--- config.mk ---
export PLATFORM = sky130hd
export DESIGN_NAME = alu_req_arbiter
export DESIGN_NICKNAME = d
export VERILOG_FILES = /design/src/rtl/alu_arb_pkg.sv /design/src/rtl/rr_arbiter.sv /design/src/rtl/alu_req_arbiter.sv
export SDC_FILE = /design/constraint.sdc
export NUM_CORES = 1
export LEC_CHECK = 0
export CAP_MARGIN = 20
export CELL_PAD_IN_SITES_DETAIL_PLACEMENT = 0
export CELL_PAD_IN_SITES_GLOBAL_PLACEMENT = 1
export CORE_MARGIN = 8
export CORE_UTILIZATION = 26
export DETAILED_ROUTE_END_ITERATION = 7
export PLACE_DENSITY = 0.95
export SLEW_MARGIN = 30
export SYNTH_ARGS = -nofsm -noshare
export SYNTH_HDL_FRONTEND = slang
export SYNTH_HIERARCHICAL = 1
export SYNTH_SLANG_ARGS = --single-unit
--- constraint.sdc ---
create_clock -name clk -period 5.87 [get_ports clk]
set_input_delay 0.587 -clock clk [delete_from_list [all_inputs] [get_ports clk]]
set_output_delay 0.587 -clock clk [all_outputs]
set_load 0.02 [all_outputs]
--- src/rtl/alu_arb_pkg.sv ---
// alu_arb_pkg
//   Shared definitions for the ALU request arbiter:
//   - arb_state_t : controller state encoding (IDLE=0, ISSUE=1, WAIT=2, RESP=3)
//   - OP_*        : ALU funct3 operation codes
package alu_arb_pkg;

  typedef enum logic [1:0] {
    ST_IDLE  = 2'd0,
    ST_ISSUE = 2'd1,
    ST_WAIT  = 2'd2,
    ST_RESP  = 2'd3
  } arb_state_t;

  localparam logic [2:0] OP_ADD  = 3'd0;
  localparam logic [2:0] OP_SLL  = 3'd1;
  localparam logic [2:0] OP_SLT  = 3'd2;
  localparam logic [2:0] OP_SLTU = 3'd3;
  localparam logic [2:0] OP_XOR  = 3'd4;
  localparam logic [2:0] OP_SRL  = 3'd5;
  localparam logic [2:0] OP_OR   = 3'd6;
  localparam logic [2:0] OP_AND  = 3'd7;

endpackage

--- src/rtl/rr_arbiter.sv ---
// rr_arbiter
//   Combinational request arbiter.
//   Default build: round-robin; the search starts at ptr and wraps modulo NREQ.
//   ALU_ARB_FIXED_PRIO_EN defined: fixed priority, lowest index wins, ptr ignored.
// Ports
//   req       in   NREQ   request vector
//   ptr       in   IDW    round-robin start index (must be < NREQ)
//   en        in   1      arbitration enable; grant is zero when low
//   grant     out  NREQ   one-hot grant (or zero)
//   grant_idx out  IDW    index of the granted requester (0 when no grant)
module rr_arbiter
  import alu_arb_pkg::*;
#(
  parameter int NREQ = 4,
  localparam int IDW = $clog2(NREQ)
) (
  input  logic [NREQ-1:0] req,
  input  logic [IDW-1:0]  ptr,
  input  logic            en,
  output logic [NREQ-1:0] grant,
  output logic [IDW-1:0]  grant_idx
);

  logic found;
  int   pos;

`ifdef ALU_ARB_FIXED_PRIO_EN
  logic unused_ptr;
  assign unused_ptr = ^ptr;
`endif

  always_comb begin
    grant     = '0;
    grant_idx = '0;
    found     = 1'b0;
    pos       = 0;
    if (en) begin
      for (int k = 0; k < NREQ; k++) begin
`ifdef ALU_ARB_FIXED_PRIO_EN
        pos = k;
`else
        // ptr < NREQ, so one conditional subtract gives the modulo wrap
        pos = int'(ptr) + k;
        if (pos >= NREQ) pos = pos - NREQ;
`endif
        if (!found && req[pos]) begin
          found      = 1'b1;
          grant[pos] = 1'b1;
          grant_idx  = IDW'(pos);
        end
      end
    end
  end

endmodule

--- src/rtl/alu_req_arbiter.sv ---
// alu_req_arbiter
//   Shares one registered ALU (1-cycle latency, WIDTH+1-bit result) among NREQ
//   requesters. One operation in flight: IDLE -> ISSUE -> WAIT -> RESP -> IDLE.
//   Build option: ALU_ARB_FIXED_PRIO_EN selects fixed (lowest index) priority
//   instead of round-robin; rr_ptr does not exist in that build.
// Ports
//   clk, rst                      clock, synchronous active-high reset
//   req_valid/req_ready [NREQ]    request handshake (ready one-hot or zero)
//   req_rs1/req_rs2 [NREQ*WIDTH]  operands, slice i = [i*WIDTH +: WIDTH]
//   req_funct3 [NREQ*3]           op select per requester
//   req_funct7 [NREQ]             op modifier per requester
//   alu_rs1/alu_rs2/alu_funct3/alu_funct7   to ALU, non-zero only in ISSUE
//   alu_rd [WIDTH+1]              from ALU, valid in WAIT
//   rsp_valid/rsp_ready           response handshake
//   rsp_id [IDW], rsp_data [WIDTH+1]  response payload, stable while in RESP
//   busy                          high whenever not IDLE
module alu_req_arbiter
  import alu_arb_pkg::*;
#(
  parameter int WIDTH = 32,
  parameter int NREQ  = 4,
  localparam int IDW  = $clog2(NREQ)
) (
  input  logic                  clk,
  input  logic                  rst,
  input  logic [NREQ-1:0]       req_valid,
  output logic [NREQ-1:0]       req_ready,
  input  logic [NREQ*WIDTH-1:0] req_rs1,
  input  logic [NREQ*WIDTH-1:0] req_rs2,
  input  logic [NREQ*3-1:0]     req_funct3,
  input  logic [NREQ-1:0]       req_funct7,
  output logic [WIDTH-1:0]      alu_rs1,
  output logic [WIDTH-1:0]      alu_rs2,
  output logic [2:0]            alu_funct3,
  output logic                  alu_funct7,
  input  logic [WIDTH:0]        alu_rd,
  output logic                  rsp_valid,
  input  logic                  rsp_ready,
  output logic [IDW-1:0]        rsp_id,
  output logic [WIDTH:0]        rsp_data,
  output logic                  busy
);

  arb_state_t       state;
  logic [NREQ-1:0]  grant;
  logic [IDW-1:0]   grant_idx;
  logic [IDW-1:0]   arb_ptr;
  logic             accept;
  logic [WIDTH-1:0] sel_rs1;
  logic [WIDTH-1:0] sel_rs2;
  logic [2:0]       sel_funct3;
  logic             sel_funct7;

`ifdef ALU_ARB_FIXED_PRIO_EN
  assign arb_ptr = '0;
`else
  logic [IDW-1:0] rr_ptr;

  always_ff @(posedge clk) begin
    if (rst) begin
      rr_ptr <= '0;
    end else if (accept) begin
      rr_ptr <= (grant_idx == IDW'(NREQ - 1)) ? '0 : grant_idx + 1'b1;
    end
  end

  assign arb_ptr = rr_ptr;
`endif

  rr_arbiter #(.NREQ(NREQ)) u_arb (
    .req       (req_valid),
    .ptr       (arb_ptr),
    .en        (state == ST_IDLE),
    .grant     (grant),
    .grant_idx (grant_idx)
  );

  // Ready is withheld while rst is high so nothing is accepted in a reset cycle
  assign req_ready = rst ? '0 : grant;
  assign accept    = |(req_valid & req_ready);
  assign busy      = (state != ST_IDLE);

  // One-hot grant mux of the winning requester's operands
  always_comb begin
    sel_rs1    = '0;
    sel_rs2    = '0;
    sel_funct3 = '0;
    sel_funct7 = 1'b0;
    for (int k = 0; k < NREQ; k++) begin
      if (grant[k]) begin
        sel_rs1    = req_rs1[k*WIDTH +: WIDTH];
        sel_rs2    = req_rs2[k*WIDTH +: WIDTH];
        sel_funct3 = req_funct3[k*3 +: 3];
        sel_funct7 = req_funct7[k];
      end
    end
  end

  // The alu_* outputs double as the operand latches: loaded on accept, so they
  // carry the op during ISSUE, and cleared on leaving ISSUE so the ALU sees
  // rs1==0 (and holds its RD) at all other times.
  always_ff @(posedge clk) begin
    if (rst) begin
      state      <= ST_IDLE;
      alu_rs1    <= '0;
      alu_rs2    <= '0;
      alu_funct3 <= '0;
      alu_funct7 <= 1'b0;
      rsp_valid  <= 1'b0;
      rsp_id     <= '0;
      rsp_data   <= '0;
    end else begin
      case (state)
        ST_IDLE: begin
          if (accept) begin
            alu_rs1    <= sel_rs1;
            alu_rs2    <= sel_rs2;
            alu_funct3 <= sel_funct3;
            alu_funct7 <= sel_funct7;
            rsp_id     <= grant_idx;
            state      <= ST_ISSUE;
          end
        end
        ST_ISSUE: begin
          alu_rs1    <= '0;
          alu_rs2    <= '0;
          alu_funct3 <= '0;
          alu_funct7 <= 1'b0;
          state      <= ST_WAIT;
        end
        ST_WAIT: begin
          rsp_data  <= alu_rd;
          rsp_valid <= 1'b1;
          state     <= ST_RESP;
        end
        ST_RESP: begin
          if (rsp_ready) begin
            rsp_valid <= 1'b0;
            state     <= ST_IDLE;
          end
        end
        default: state <= ST_IDLE;
      endcase
    end
  end

endmodule

### Yosys cells after proc, flatten, opt, wreduce, memory -nomap -nowiden

Index checks and enable logic that the tools add are counted.

| storage, ports and cells | value |
|---|---|
| register bits | 108 |
| output and inout bits | 109 |
| logic and storage cells | 136 |

| cells by class | value |
|---|---|
| add/subtract/negate cells | 8 |
| $lt $le $gt $ge | 12 |
| equal/unequal tests | 6 |
| mux-type cells | 78 |
| bitwise operators | 4 |
| reductions and logical operators | 19 |

Operator list:

| cell | number |
|---|---|
| 32-bit 2-to-1 mux | 18 |
| 32-bit by 1-bit greater-or-equal comparator with 1-bit output (second input constant) | 4 |
| 32-bit by 4-bit less-than comparator with 1-bit output (second input constant) | 4 |
| 32-bit one-hot mux with 2 select lines | 2 |
| 32-bit by 4-bit greater-or-equal comparator with 1-bit output (second input constant) | 3 |
| 32-bit by 4-bit subtractor with 32-bit output (second input constant) | 3 |
| 4-bit 2-to-1 mux | 9 |
| 1-bit 2-to-1 mux | 24 |
| 2-bit 2-to-1 mux | 8 |
| 3-bit 2-to-1 mux | 5 |
| 4-bit OR | 3 |
| 1-bit binary-select mux with 2-bit select | 4 |
| 1-bit demux with 2-bit select | 4 |
| 2-bit one-hot mux with 4 select lines | 1 |
| 2-bit AND reduction | 4 |
| 1-bit logical AND | 7 |
| 2-bit by 2-bit adder with 3-bit output (second input constant) | 2 |
| 2-bit == test (second input constant) | 3 |
| 3-bit one-hot mux with 2 select lines | 1 |
| 2-bit nonzero test | 3 |
| 4-bit AND | 1 |
| 2-bit inequality test (second input constant) | 2 |
| 1-bit one-hot mux with 2 select lines | 2 |
| 4-bit OR reduction | 1 |
| other kinds (7) | 9 |

### Depth between registers and ports, before layout

| logic depth | value |
|---|---|
| depth in word-level cells | 26 |
| gate-level depth with buffers | 14 |
| gate-level depth less buffers | 10 |

### By module

The synthesis kept the hierarchy.

By module, submodules not included:

| module | times used | cells an instance | area each (µm²) | sequential area each (µm²) |
|---|---|---|---|---|
| alu_req_arbiter | 1 | 565 | 5,268.8 | 2,162.1 |
| rr_arbiter | 1 | 57 | 524.3 | 0.0 |

### Worst setup path before layout

No wires, ideal clock.

| timing path | value |
|---|---|
| path type | reg2out |
| from | register rr_ptr[0] (netlist: arb_ptr[0]) |
| to | output port req_ready[1] |
| arrival | 3.120 ns |
| data required time | 5.283 ns |
| path slack | 2.163 ns |
| cell stages (with the launch flop) | 12 |
| cell sequence | dfxtp_1 > buf_2 > inv_1 > ha_1 > buf_6 > mux4_2 > nor4_4 > a32o_1 > buf_4 > buf_2 > buf_2 > nor2b_1 |

| on the way | value |
|---|---|
| longest elaborated chain between the ends | 21 |
| elaborated cells between the ends (all ways) | 75 |
| classes of those cells | add/sub: 7; order compare: 12; mux: 43; bitwise: 3; reduce/logical: 10 |

Ends and longest elaborated chain:

| element | RTL line | source |
|---|---|---|
| start: declaration | alu_req_arbiter.sv:57 | `logic [IDW-1:0] rr_ptr;` |
| start signal: assignment | alu_req_arbiter.sv:63 | `rr_ptr <= (grant_idx == IDW'(NREQ - 1)) ? '0 : grant_idx + 1'b1;` |
| parallel branches: the longest is 18 deep, another holds 32-bit by 4-bit subtractor with 32-bit output | n/a |  |
| 4-bit 2-to-1 mux (*) | rr_arbiter.sv:46 | `if (!found && req[pos]) begin` |
| 4-bit 2-to-1 mux (*) | rr_arbiter.sv:37 | `if (en) begin` |
| net grant[1] | alu_req_arbiter.sv:45 | `logic [NREQ-1:0] grant;` |
| 4-bit 2-to-1 mux (*) | alu_req_arbiter.sv:79 | `assign req_ready = rst ? '0 : grant;` |
| end: declaration | alu_req_arbiter.sv:27 | `output logic [NREQ-1:0] req_ready,` |

Mark *: on every way through the listed nets, which the timed path passes. The select of a mux whose other input is x is not followed.

### Final worst setup path

Same ends and word-level chain as after synthesis.

==> run metrics <==
clk_lat worst skew=0.35 ns; # rows=54; layout cell share with drive strength beyond 1=4.595%; die area=27310 sq um; fin crit period=5.046 ns; R2R cell count=10; end of the worst register-to-register path=alu_rs1[14]; final setup violating endpoints=0; list of most frequent post-synthesis cells=dfxtp_1, inv_1, o32ai_1; Worst Tran Pin Value=0.9783 ns; Max Fclk=0.1982 GHz; worst IR drop on VDD=0.0002210 V; # DRC=0; P&R area growth vs syn=79.24%; Req. time, crit path=5.28 ns; Ports=421; critical path type=register to output port; Layout Nets=1318; Mean Syn Cell Area=9.314 sq um; grt ovf=0; Critical Path Fanout Max=74; Synth Area in Compound Gates=33.56%; via count=6774; H-tree depth=3; TNS Setup=0 ns; GP Congestion=0.8726; yosys warns=6; worst hold path cell count=2; pre-CTS setup slack=1.133 ns; number of CTS-inserted buffers=9; Register Area=2162 sq um; highest-delay cell along the critical path=a32o_4; most common cell in the synthesized netlist=dfxtp_1; Max Cap Violations=0; Async S/R FF share, synth=0%; sequential fraction of the synthesis area=37.32%; setup bufs post-CTS=0; unrepaired setup endpoints after global routing=false; Antenna Violating Nets Remaining=0; hold-fix buffers at CTS=0; Fill cells=2080; final WL=27390 microns; I/O Buffers=420; largest net degree at the start of global routing=75; number of synthesized flops with an enable pin=0; Setup crit end kind=output port; Sink Count=108; initial antenna violation count=2; clk buf depth=2; Setup WS post-layout=0.8239 ns; ordered cell list for the critical path=inv_1 -> ha_1 -> mux4_2 -> nor2b_4 -> a221o_1 -> a32o_4 -> nor2b_1 -> clkdlybuf4s50_1; Worst Setup Start Kind=register; ranking of synthesized cells by area=dfxtp_1, o32ai_1, a221oi_1, o22ai_1, mux2i_1; worst r2r src=arb_ptr[0]; TritonCTS clock tree=yes; HPWL after DPL=20970 microns; Final Hold Fails=0; DR pass1 iterations=4; Mapped Cells=622; outcome=complete, no violations; Worst slew margin=34.78%; Initial DRC Count=370; period utilisation layout=85.96%; post-CTS sizing=0; Chip Height=165.3 microns; number of global-route vias before repair=7062; Synth area leader=dfxtp_1; pwr/cell area=447.4 nW/um^2; Chip Width=165.3 microns; Syn Nets=944; Yosys reg bits=108; Max Clock Skew=0.01529 ns; R2R Setup Slk=1.14 ns; synthesized cell area=5793 sq um; Post-Synth Simple-Gate Area=6.890%; Hold Path End=alu_rs1[30]; area occupied by multi-input gates=2998 sq um; post-synthesis mux area share=8.488%; Lkg Pwr=3.490 nW; Unique masters post-synth=48; WL/cell=21.36 microns; Hold Path Origin=alu_rs1[30]; Synth top area share=37.32%; clk root buf=clkbuf_16; Synth Area in Adders=2.160%; CP peak stage delay=0.79 ns; Reg clk slew, reported paths=0.08 ns; Core Region=21820 sq um; Initial Util=26.55%; fin. max-slew vios=0; combinational family with the most area after synthesis=compound AO/OA/AOI/OAI gates; Tightest Hold Check Type=register to register; WP data arrival=4.46 ns; first-pass GRT wire length=40100 microns; prevailing post-synth register cell=dfxtp_1; DR vias/cell=5.284; Post-Synth XOR/XNOR Area=0%; Overall Global Routing Usage=18.81%
-- worst max-delay path: cells and delay by family (launching register included) --
family,cells,cell delay (ns)
AO/OA/AOI/OAI,2,0.97
adder cells (fa/ha/maj),1,0.52
flip-flops,1,0.68
AND/OR/NAND/NOR,2,0.42
multiplexers,1,0.68
buffers and inverters,2,0.83
-- cell usage in the layout, fill, tap and decap left out, types with 3 or more instances in the layout --
master / count
ha_1: 9
clkdlybuf4s50_1: 420
mux2i_1: 36
inv_1: 77
nor2b_1: 8
nand3_1: 3
a211oi_1: 4
clkinv_4: 3
a32o_1: 3
dfxtp_1: 108
a221o_1: 4
nand2b_1: 5
clkbuf_16: 9
nand2_1: 7
buf_4: 9
a221oi_1: 66
a21oi_1: 8
o21ai_0: 4
mux2_2: 3
o22ai_1: 67
nor2_1: 40
o32ai_1: 69
-- through the flow --
| stage | utilization, % | total power, W | cells | hold slack, ns | area (sq um) |
|---|---|---|---|---|---|
| after floorplan | - | 0.002938 | 622 | 0.4734 | 5793 |
| after global placement | 46.12 | 0.003998 | 1265 | 0.4409 | 10060 |
| after detailed placement | 46.16 | 0.004046 | 1265 | 0.4440 | 10070 |
| after CTS | 47.57 | 0.004695 | 1281 | 0.4553 | 10380 |
| after global routing | 47.58 | 0.004942 | 1282 | 0.4750 | 10380 |
| final | 47.58 | 0.004646 | 1282 | 0.4555 | 10380 |
-- layer usage --
metal  wire length, microns  GRT usage [%]
met2                  13550          32.54
met4                    609          6.224
met3                   2975          7.561
met1                  10240          20.61
met5                     13              0
-- cell families (layout without fill, tap and decap cells) --
group	after synthesis	count (layout)
adder cells (fa/ha/maj)	10	10
multiplexers	43	43
AO/OA/AOI/OAI	241	241
buffers and inverters	144	523
other	0	1
flip-flops	108	108
AND/OR/NAND/NOR	76	76
-- worst max path at each step --
stage | start | end | cells after the start
6_report | arb_ptr[0] | req_ready[1] | 8
3_5_place_dp | req_valid[1] | alu_rs2[26] | 8
5_1_grt | arb_ptr[0] | req_ready[1] | 8
3_3_place_gp | req_valid[1] | req_ready[1] | 6
2_1_floorplan | arb_ptr[0] | req_ready[1] | 11
4_1_cts | arb_ptr[0] | req_ready[1] | 8
-- where the power goes --
group | internal [W] | total [W] | switching (W)
clock | 0.000305 | 0.000627 | 0.000322
sequential | 0.000978 | 0.00113 | 0.000148
combinational | 0.00126 | 0.00289 | 0.00163
total | 0.00254 | 0.00465 | 0.00210
-- area by class of cell --
class | count | area share, %
Antenna cell | 1 | 0.02410
Timing Repair Buffer | 429 | 41.14
Inverter | 78 | 2.820
Tap cell | 280 | 3.374
Sequential cell | 108 | 20.82
Clock buffer | 9 | 2.169
Clock inverter | 7 | 0.7832
Multi-Input combinational cell | 370 | 28.87
-- registers in the layout, indices dropped and copies added, names as in the netlist --
name	cells
alu_funct7	1
alu_rs1	32
alu_rs2	32
state	2
arb_ptr	2
rsp_valid	1
rsp_data	33
alu_funct3	3
rsp_id	2
Power figures use the tool's default switching activity.
